File: config.mk
export PLATFORM = sky130hd
export DESIGN_NAME = serial_frame_ctrl
export DESIGN_NICKNAME = d
export VERILOG_FILES = /design/src/rtl/serial_frame_ctrl_pkg.sv /design/src/rtl/serial_frame_ctrl_timer.sv /design/src/rtl/serial_frame_ctrl.sv
export SDC_FILE = /design/constraint.sdc
export NUM_CORES = 1
export LEC_CHECK = 0
export CAP_MARGIN = 20
export CELL_PAD_IN_SITES_DETAIL_PLACEMENT = 1
export CELL_PAD_IN_SITES_GLOBAL_PLACEMENT = 2
export CORE_ASPECT_RATIO = 0.7
export CORE_MARGIN = 2
export CORE_UTILIZATION = 32
export CTS_CLUSTER_SIZE = 30
export DETAILED_ROUTE_END_ITERATION = 6
export PLACE_DENSITY = 0.8
export SETUP_SLACK_MARGIN = 0.15
export SLEW_MARGIN = 0
export SYNTH_ARGS = -nofsm -noshare
export SYNTH_HDL_FRONTEND = slang
export SYNTH_HIERARCHICAL = 1
export SYNTH_SLANG_ARGS = --single-unit
File: constraint.sdc
create_clock -name clk -period 2.55 [get_ports clk]
set_clock_uncertainty 0.05 [all_clocks]
set_input_delay 0.255 -clock clk [delete_from_list [all_inputs] [get_ports clk]]
set_output_delay 0.255 -clock clk [all_outputs]
set_load 0.005 [all_outputs]
File: src/rtl/serial_frame_ctrl_pkg.sv
// serial_ctrl_pkg: shared types and helpers for the serial frame controller.
//   state_t    : parser states
//   BCAST_ADDR : frame address that writes every digit register
//   frame_csum : expected checksum byte for an (addr, data) pair
package serial_ctrl_pkg;

  typedef enum logic [1:0] {
    IDLE = 2'd0,
    ADDR = 2'd1,
    DATA = 2'd2,
    CSUM = 2'd3
  } state_t;

  localparam logic [7:0] BCAST_ADDR = 8'hFF;

  function automatic logic [7:0] frame_csum(input logic [7:0] addr,
                                            input logic [7:0] data);
    return addr ^ data;
  endfunction

endpackage

File: src/rtl/serial_frame_ctrl_timer.sv
// frame_timer: inter-byte gap counter for the frame parser.
// Ports:
//   clk, rst_n : clock, asynchronous active-low reset
//   active     : parser is inside a frame (state != IDLE)
//   strobe     : a byte arrives this cycle (clears the gap)
//   expire     : combinational; the TIMEOUT_CYC-th consecutive idle cycle
//                of a frame has been reached with no byte arriving in it
// Used by serial_frame_ctrl only when FRAME_TIMEOUT_EN is defined.
module frame_timer #(
  parameter int unsigned TIMEOUT_CYC = 100000
) (
  input  logic clk,
  input  logic rst_n,
  input  logic active,
  input  logic strobe,
  output logic expire
);

  localparam int unsigned CW = $clog2(TIMEOUT_CYC + 1);
  localparam logic [CW-1:0] LAST = CW'(TIMEOUT_CYC - 1);

  logic [CW-1:0] gap_q;

  // A byte in the expiry cycle wins, so strobe masks expire.
  assign expire = active && !strobe && (gap_q == LAST);

  always_ff @(posedge clk or negedge rst_n) begin
    if (!rst_n) begin
      gap_q <= '0;
    end else if (strobe || !active || expire) begin
      gap_q <= '0;
    end else begin
      gap_q <= gap_q + 1'b1;
    end
  end

endmodule

File: src/rtl/serial_frame_ctrl.sv
// serial_frame_ctrl: parses {SYNC, ADDR, DATA, CSUM} command frames from the
// UART receiver and writes the 7-segment digit register bank.
// Ports:
//   clk, rst_n   : clock, asynchronous active-low reset
//   rx_byte      : received byte, valid with rbyte_ready
//   rbyte_ready  : one-cycle strobe per received byte
//   digits       : NUM_DIGITS x 8-bit digit registers, digit i at [8*i+:8]
//   wr_strobe    : one-cycle pulse when digit register(s) are written
//   wr_addr      : ADDR of the last accepted write
//   frame_err    : one-cycle pulse on a rejected (or timed-out) frame
//   err_count    : saturating count of frame_err pulses
//   busy         : high while the parser is inside a frame
// Build option: define FRAME_TIMEOUT_EN to abandon a frame after
// TIMEOUT_CYC idle cycles between bytes (counted as a frame error).
//
// state | meaning
// ------+---------------------------------------------------
// IDLE  | hunting for SYNC_BYTE, other bytes dropped silently
// ADDR  | next byte is the digit address
// DATA  | next byte is the digit value
// CSUM  | next byte is the checksum; frame judged and closed
module serial_frame_ctrl
  import serial_ctrl_pkg::*;
#(
  parameter int unsigned NUM_DIGITS  = 4,
  parameter logic [7:0]  DIGIT_RST   = 8'h00,
  parameter logic [7:0]  SYNC_BYTE   = 8'hA5,
  parameter int unsigned TIMEOUT_CYC = 100000
) (
  input  logic                    clk,
  input  logic                    rst_n,
  input  logic [7:0]              rx_byte,
  input  logic                    rbyte_ready,
  output logic [8*NUM_DIGITS-1:0] digits,
  output logic                    wr_strobe,
  output logic [7:0]              wr_addr,
  output logic                    frame_err,
  output logic [7:0]              err_count,
  output logic                    busy
);

  localparam logic [7:0] NUM_DIGITS_B = 8'(NUM_DIGITS);

  state_t     state_q, state_d;
  logic [7:0] addr_q, data_q;
  logic       frame_ok;
  logic       wr_en, err_en;
  logic       tmr_expire;

`ifdef FRAME_TIMEOUT_EN
  frame_timer #(
    .TIMEOUT_CYC(TIMEOUT_CYC)
  ) u_frame_timer (
    .clk   (clk),
    .rst_n (rst_n),
    .active(state_q != IDLE),
    .strobe(rbyte_ready),
    .expire(tmr_expire)
  );
`else
  assign tmr_expire = 1'b0;
`endif

  // Judged against the checksum byte on the bus during the CSUM strobe.
  assign frame_ok = (rx_byte == frame_csum(addr_q, data_q)) &&
                    ((addr_q < NUM_DIGITS_B) || (addr_q == BCAST_ADDR));

  always_comb begin
    state_d = state_q;
    wr_en   = 1'b0;
    err_en  = 1'b0;
    case (state_q)
      IDLE: if (rbyte_ready && (rx_byte == SYNC_BYTE)) state_d = ADDR;
      ADDR: if (rbyte_ready) state_d = DATA;
      DATA: if (rbyte_ready) state_d = CSUM;
      CSUM: begin
        if (rbyte_ready) begin
          state_d = IDLE;
          if (frame_ok) wr_en  = 1'b1;
          else          err_en = 1'b1;
        end
      end
      default: state_d = IDLE;
    endcase
    if (tmr_expire) begin
      state_d = IDLE;
      err_en  = 1'b1;
    end
  end

  always_ff @(posedge clk or negedge rst_n) begin
    if (!rst_n) begin
      state_q <= IDLE;
      addr_q  <= 8'h00;
      data_q  <= 8'h00;
    end else begin
      state_q <= state_d;
      if (rbyte_ready && (state_q == ADDR)) addr_q <= rx_byte;
      if (rbyte_ready && (state_q == DATA)) data_q <= rx_byte;
    end
  end

  always_ff @(posedge clk or negedge rst_n) begin
    if (!rst_n) begin
      digits    <= {NUM_DIGITS{DIGIT_RST}};
      wr_strobe <= 1'b0;
      wr_addr   <= 8'h00;
      frame_err <= 1'b0;
      err_count <= 8'h00;
      busy      <= 1'b0;
    end else begin
      wr_strobe <= wr_en;
      frame_err <= err_en;
      busy      <= (state_d != IDLE);
      if (wr_en) wr_addr <= addr_q;
      if (err_en && (err_count != 8'hFF)) err_count <= err_count + 8'h01;
      for (int i = 0; i < NUM_DIGITS; i++) begin
        if (wr_en && ((addr_q == BCAST_ADDR) || (addr_q == 8'(i))))
          digits[8*i +: 8] <= data_q;
      end
    end
  end

endmodule

==> results.md, run 1 <==
- Internal power: between 2 and 3 mW
- Period Utilization, post-route: 94.7%
- Sinks on Clock Net: 69
- Final hold vios: 0
- Reg-to-Reg Start: addr_q[6]$_DFFE_PN0P_
- Max-cap violations: 0
- First-pass GRT wire length: 11900 µm
- Worst slew pin tran: 875 ps
- Clock transition at path regs: roughly 60 ps
- Switching power total: 1.09 mW
- Distinct cell type count after synthesis: 33
- Avg Inst Size Synth: 14.8 µm²
- Status: completed
- Rows: 29
- GRT Util Overall: 15.5%
- Via density: 4.77
- Minimum clock period: 2410 ps
- Layout Area Growth over Synthesis: 41.1%
- Pre-CTS setup slack: -288 ps
- Fmax: 414 MHz
- Post-route antenna net violation count: 0
- Final setup margin: 136 ps
- Max FO, Critical Path: 5
- Die area: 10200 µm²
- Clock Power Share: 33.2%
- Syn Nets: 215
- Slew margin rel.: 41.6%
- Gr ovfl total: 0
- Routability cong.: 0.762
- H-Tree Depth: 3
- Sequential fraction of the synthesis area: 57.5%
- Startpoint types: primary input
- Largest net degree at the start of global routing: 70
- R2R cell count: 6
- Worst Setup SP: rx_byte[0]
- Clk root buf: clkbuf_16
- Most frequent cells in the layout: dfrtp_1, clkdlybuf4s50_1, mux2_2
- Core area: ~9000 µm²
- DR DRC count: 0
- Worst EP arrival: ~2600 ps
- Starting DRT DRC Count: 33
- RR Endpoint: digits[2]$_DFFE_PN0P_
- Crit. End Element: register
- Vias in the first global route: roughly 2200
- Vias: 2015
- Leak Pwr: approximately 2 nW
- Initial Util: 33.0%
- Worst path cell trace: clkdlybuf4s50_1 > xor3_2 > nor4_2 > o211ai_1 > or3_1 > buf_6 > mux2_1
- Max IR drop VDD: 347 µV
- Type of the worst min-delay path: in -> async
- Final slew viol count: 0
- CTS Buf Count: 9
- RSZ-0062 raised after global routing: true
- Drt pass-1 iters: 4
- Post-synthesis cell count: roughly 200
- Synth warn: 6
- Buf/Inv on CP: 2
- Sequential power share: 40.8%
- Gate power share: 26.0%
- #FFs+latches synth: 69
- Routed wire length: 7410 µm
- Die width: 120 µm
- Nets: 305
- Initial antenna violation count: 0
- Cell area power density: 874 nW/µm²
- Synthesized cell area: 3000 µm²
- Dpl cells: 405
- Critical path depth: 7
- Die height: around 85 µm
- Post-layout instance count excluding filler cells: roughly 420
- N_diodes: 0
- I/O Pins: 62
- Detail Placement HPWL: 5100 µm
- Layout cells sized above 1: 34.6%
- Crit path to: digits[2]$_DFFE_PN0P_
- Crit path kind: in -> reg
- Clock Path Buffers: 2
- Reg2reg setup slack: 190 ps
- Routed wire per std cell: 17.5 µm
- CTS tree: done
- Commonest non-fill, non-tap cell in the layout: dfrtp_1
- # setup viols final: 0
- Crit-path max cell delay: 520 ps
- CP max-delay cell: clkdlybuf4s50_1
- Worst skew pair latency: 330 ps
- Delay-heaviest family, CP: buffers and inverters
- Switching Share: 29.5%
- Number of port buffers: 61
- Required time of the critical path: about 2700 ps
-- routing by layer --
layer / up-vias / routed length, µm / global-route usage [%]
met5: - / 0 / 0
met4: 0 / 102 / 4.71
met3: 10 / 330 / 5.58
met2: 54 / 3420 / 23.0
met1: 1033 / 3550 / 21.3
li1: 918 / - / -
-- cell usage after synthesis --
library cell	instances	area (µm²)
and2_1	1	6.26
and4_1	2	17.5
a21oi_1	2	10.0
xor3_1	4	95.1
or4_1	1	7.51
o21ai_1	1	5.00
and3_1	5	31.3
nor2_1	2	7.51
clkbuf_1	4	15.0
o21ai_0	6	30.0
nor4_1	1	6.26
nand2_1	6	22.5
nor4_4	2	42.5
clkbuf_2	1	5.00
mux2_2	53	597
nor4bb_1	2	20.0
or3_1	1	6.26
ha_1	1	12.5
nor3_1	1	5.00
xnor2_1	6	52.6
a31oi_1	3	18.8
nand3_1	5	25.0
nand4_1	5	31.3
or2_2	3	18.8
or4_4	1	11.3
nand3b_1	1	7.51
xnor3_1	4	90.1
mux2_1	3	33.8
dfrtp_1	69	1730
o211ai_1	1	7.51
nor3_2	2	20.0
inv_1	3	11.3
buf_2	1	5.00
-- worst min-delay path by stage --
stage | startpoint | end | slack, ps | depth (start not counted)
after global placement | digits[2]$_DFFE_PN0P_ | digits[2]$_DFFE_PN0P_ | 430 | 1
after CTS | rst_n | wr_addr[3]$_DFFE_PN0P_ | 120 | 2
after global routing | rst_n | digits[31]$_DFFE_PN0P_ | 160 | 2
after detailed placement | digits[2]$_DFFE_PN0P_ | digits[2]$_DFFE_PN0P_ | 430 | 1
after floorplan | rst_n | addr_q[0]$_DFFE_PN0P_ | -90 | 0
final | rst_n | digits[31]$_DFFE_PN0P_ | 80 | 2
-- through the flow --
step | TNS [ps] | power [mW] | area (µm²) | hold slack, ps | util, %
finish | 0 | 3.70 | 4240 | 80.6 | 46.5
global route | 0 | 3.91 | 4240 | 161 | 46.5
CTS | 0 | 3.71 | 4210 | 122 | 46.2
detailed placement | -8480 | 2.42 | 3910 | 434 | 42.9
global placement | -7490 | 2.37 | 3910 | 428 | 42.9
floorplan | 0 | 2.04 | 3000 | -90.6 | -
-- worst reg2reg max path, cell delays in order, from the launching register on --
cell and delay [ps]:
dfrtp_1 370, xor3_2 480, nor4_2 290, o211ai_1 170, or3_1 420, buf_6 160, mux2_1 300
-- final cells by class --
class	instances	area, µm²
Clock buffer	12	246
Sequential cell	69	1730
Multi-Input combinational cell	125	1260
Timing Repair Buffer	85	793
Inverter	3	11.3
Tap cell	124	155
Clock inverter	4	47.5
Fill cell	920	4870
-- power by group through the flow --
stage | clock network [mW] | logic [mW] | registers (mW)
2_1_floorplan | 0 | 0.578 | 1.46
3_3_place_gp | 0 | 0.854 | 1.52
3_5_place_dp | 0 | 0.893 | 1.53
4_1_cts | 1.27 | 0.941 | 1.51
5_1_grt | 1.31 | 1.05 | 1.55
6_report | 1.23 | 0.961 | 1.51
-- registers in the layout (all words and copies together), names as in the netlist --
signal	flops
addr_q	8
data_q	8
wr_addr	8
err_count	8
busy	1
frame_err	1
state_q	2
digits	32
wr_strobe	1
-- cells by family after synthesis --
| family | after synthesis | synth area share (%) |
|---|---|---|
| AO/OA/AOI/OAI | 13 | 2.38 |
| XOR/XNOR | 14 | 7.92 |
| adder cells (fa/ha/maj) | 1 | 0.417 |
| buffers and inverters | 9 | 1.21 |
| flip-flops | 69 | 57.5 |
| multiplexers | 56 | 21.0 |
| AND/OR/NAND/NOR | 41 | 9.55 |
-- repair_timing --
action | CTS | global route
hold buffers | 0 | 0
gates resized for setup | 0 | 7
pin swaps | 5 | 0
endpoints found under the setup margin | 30 | 25
setup buffers | 1 | 0
No activity file was read; power rests on OpenSTA's default activity.
==> run 2, diff against run 1 <==
==> constraint.sdc (replaced) <==
create_clock -name clk -period 2.55 [get_ports clk]
set_clock_uncertainty 0.05 [all_clocks]
set_input_delay 0.6375 -clock clk [delete_from_list [all_inputs] [get_ports clk]]
set_output_delay 0.6375 -clock clk [all_outputs]
set_load 0.005 [all_outputs]
==> run 2 against run 1 <==
Register-to-register slack worse by 20 ps. Non-clock buffer count up 3. Hold slack better by 190 ps. Via count about the same. Sequential power about the same. Final cell count up 0.71%. Clock power down 7%. Setup slack better by 37 ps. Sequential cell count unchanged. Critical path type is now reg -> reg. Critical endpoint is now digits[30]$_DFFE_PN0P_. Largest cell class unchanged. Highest routed layer unchanged.
==> results.md, run 2 (synthesis gave the netlist of run 1 again) <==
- Status: completed
- Layout Area Growth over Synthesis: 43.6%
- GRT Util Overall: between 10% and 20%
- Initial antenna violation count: 0
- First-pass GRT wire length: 11500 µm
- Crit path to: digits[30]$_DFFE_PN0P_
- Routed wire per std cell: approximately 17 µm
- CTS Buf Count: 9
- Dpl cells: 406
- Fillers: 933
- RR Endpoint: digits[30]$_DFFE_PN0P_
- Minimum clock period: 2380 ps
- N_diodes: 0
- Detail Placement HPWL: 4940 µm
- Via density: 4.74
- Routed wire length: 7180 µm
- Largest net degree at the start of global routing: 70
- Max-cap violations: 0
- Max FO, Critical Path: 5
- DR DRC count: 0
- Routability cong.: 0.803
- Pwr Total: 3.66 mW
- Worst slew pin tran: 528 ps
- RSZ-0062 raised after global routing: true
- Cts hold-fix bufs: 0
- Required time of the critical path: 2720 ps
- Crit. End Element: register
- Drt pass-1 iters: 4
- Layout cells sized above 1: 37.2%
- CTS tree: done
- Vias in the first global route: 2121
- Type of the worst min-delay path: in -> async
- Die width: 120 µm
- Nets: just over 300
- Worst skew pair latency: roughly 330 ps
- Cell area power density: approximately 850 nW/µm²
- Clk root buf: clkbuf_16
- R2R cell count: 7
- Sinks on Clock Net: 69
- Final Hold Slack: around 270 ps
- Clock Path Buffers: 2
- Worst Setup SP: addr_q[5]$_DFFE_PN0P_
- I/O Pins: 62
- Multi-input logic area: 1320 µm²
- Vias: 2013
- Initial Util: 33.0%
- Max FFs per register: 32
- Fmax: 421 MHz
- Commonest non-fill, non-tap cell in the layout: dfrtp_1
- Gr ovfl total: 0
- Biggest register: digits
- Reg2reg setup slack: around 170 ps
- Rows: 29
- Most frequent cells in the layout: dfrtp_1, clkdlybuf4s50_1, mux2_2
- Starting DRT DRC Count: 62
- Die height: 85.0 µm
- Placed inst area: 3960 µm²
- Startpoint types: register
- Die area: 10200 µm²
- Final hold vios: 0
- Reg-to-Reg Start: addr_q[5]$_DFFE_PN0P_
- H-Tree Depth: 3
- Core area: between 9000 and 10000 µm²
- Period Utilization, post-route: 93.2%
- Max IR drop VDD: about 410 µV
- # setup viols final: 0
- Crit path kind: reg -> reg
- Register area: 1730 µm²
- Clock transition at path regs: 50 ps
- Leak Pwr: 2.03 nW
- Number of port buffers: just over 60
- Slew margin rel.: between 60% and 70%
- Post-route antenna net violation count: 0
- Post-route cell area: between 4000 and 5000 µm²
- Worst EP arrival: 2540 ps
- Post-layout instance count excluding filler cells: 425
- Final slew viol count: 0
[run 2: routing by layer]
layer  global-route usage [%]  up-vias  wire length, µm
li1                         -      928                -
met4                     5.13        0              121
met3                     5.78       16              403
met5                        0        -                0
met1                     20.8     1019             3460
met2                     22.1       50             3200
[run 2: report_power, final]
part	internal [mW]	switching, mW
Clock	0.705	0.440
Combinational	0.608	0.397
Sequential	1.27	0.238
[run 2: worst max-delay path, stage by stage (launching register included)]
cell      delay [ps]
dfrtp_1          430
or4_4            560
nor3_4           210
o211ai_1         140
buf_4            180
nor3_4           180
buf_6            200
mux2_4           310
[run 2: how the worst min path moves through the flow]
stage | startpoint | endpoint | cells past startpoint | slack, ps
CTS | rst_n | addr_q[0]$_DFFE_PN0P_ | 2 | 290
floorplan | rst_n | addr_q[0]$_DFFE_PN0P_ | 0 | 290
finish | rst_n | digits[10]$_DFFE_PN0P_ | 2 | 270
global placement | err_count[6]$_DFFE_PN0P_ | err_count[6]$_DFFE_PN0P_ | 1 | 430
global route | rst_n | digits[24]$_DFFE_PN0P_ | 2 | 310
detailed placement | digits[12]$_DFFE_PN0P_ | digits[12]$_DFFE_PN0P_ | 1 | 430
[run 2: layout make-up]
class	instances	share of cell area (%)
clock buffer	12	5.95
inverter	3	0.261
tap	124	3.60
timing repair buffer	88	19.0
clock inverter	4	0.522
sequential	69	40.0
multi-input combinational	125	30.6
[run 2: timing repair]
| item | in CTS | in global routing |
|---|---|---|
| endpoints found under the setup margin | 42 | 15 |
| pin swaps | 10 | 8 |
| setup buffers | 1 | 2 |
| gates resized for setup | 22 | 10 |
| cloned | 0 | 0 |
[run 2: through the flow]
step / worst slack [ps] / TNS, ps / utilization [%]
finish: 173 / 0 / 47.3
global route: 105 / 0 / 47.3
CTS: 156 / 0 / 46.9
detailed placement: -545 / -18330 / 43.4
global placement: -493 / -15890 / 43.4
floorplan: 107 / 0 / -
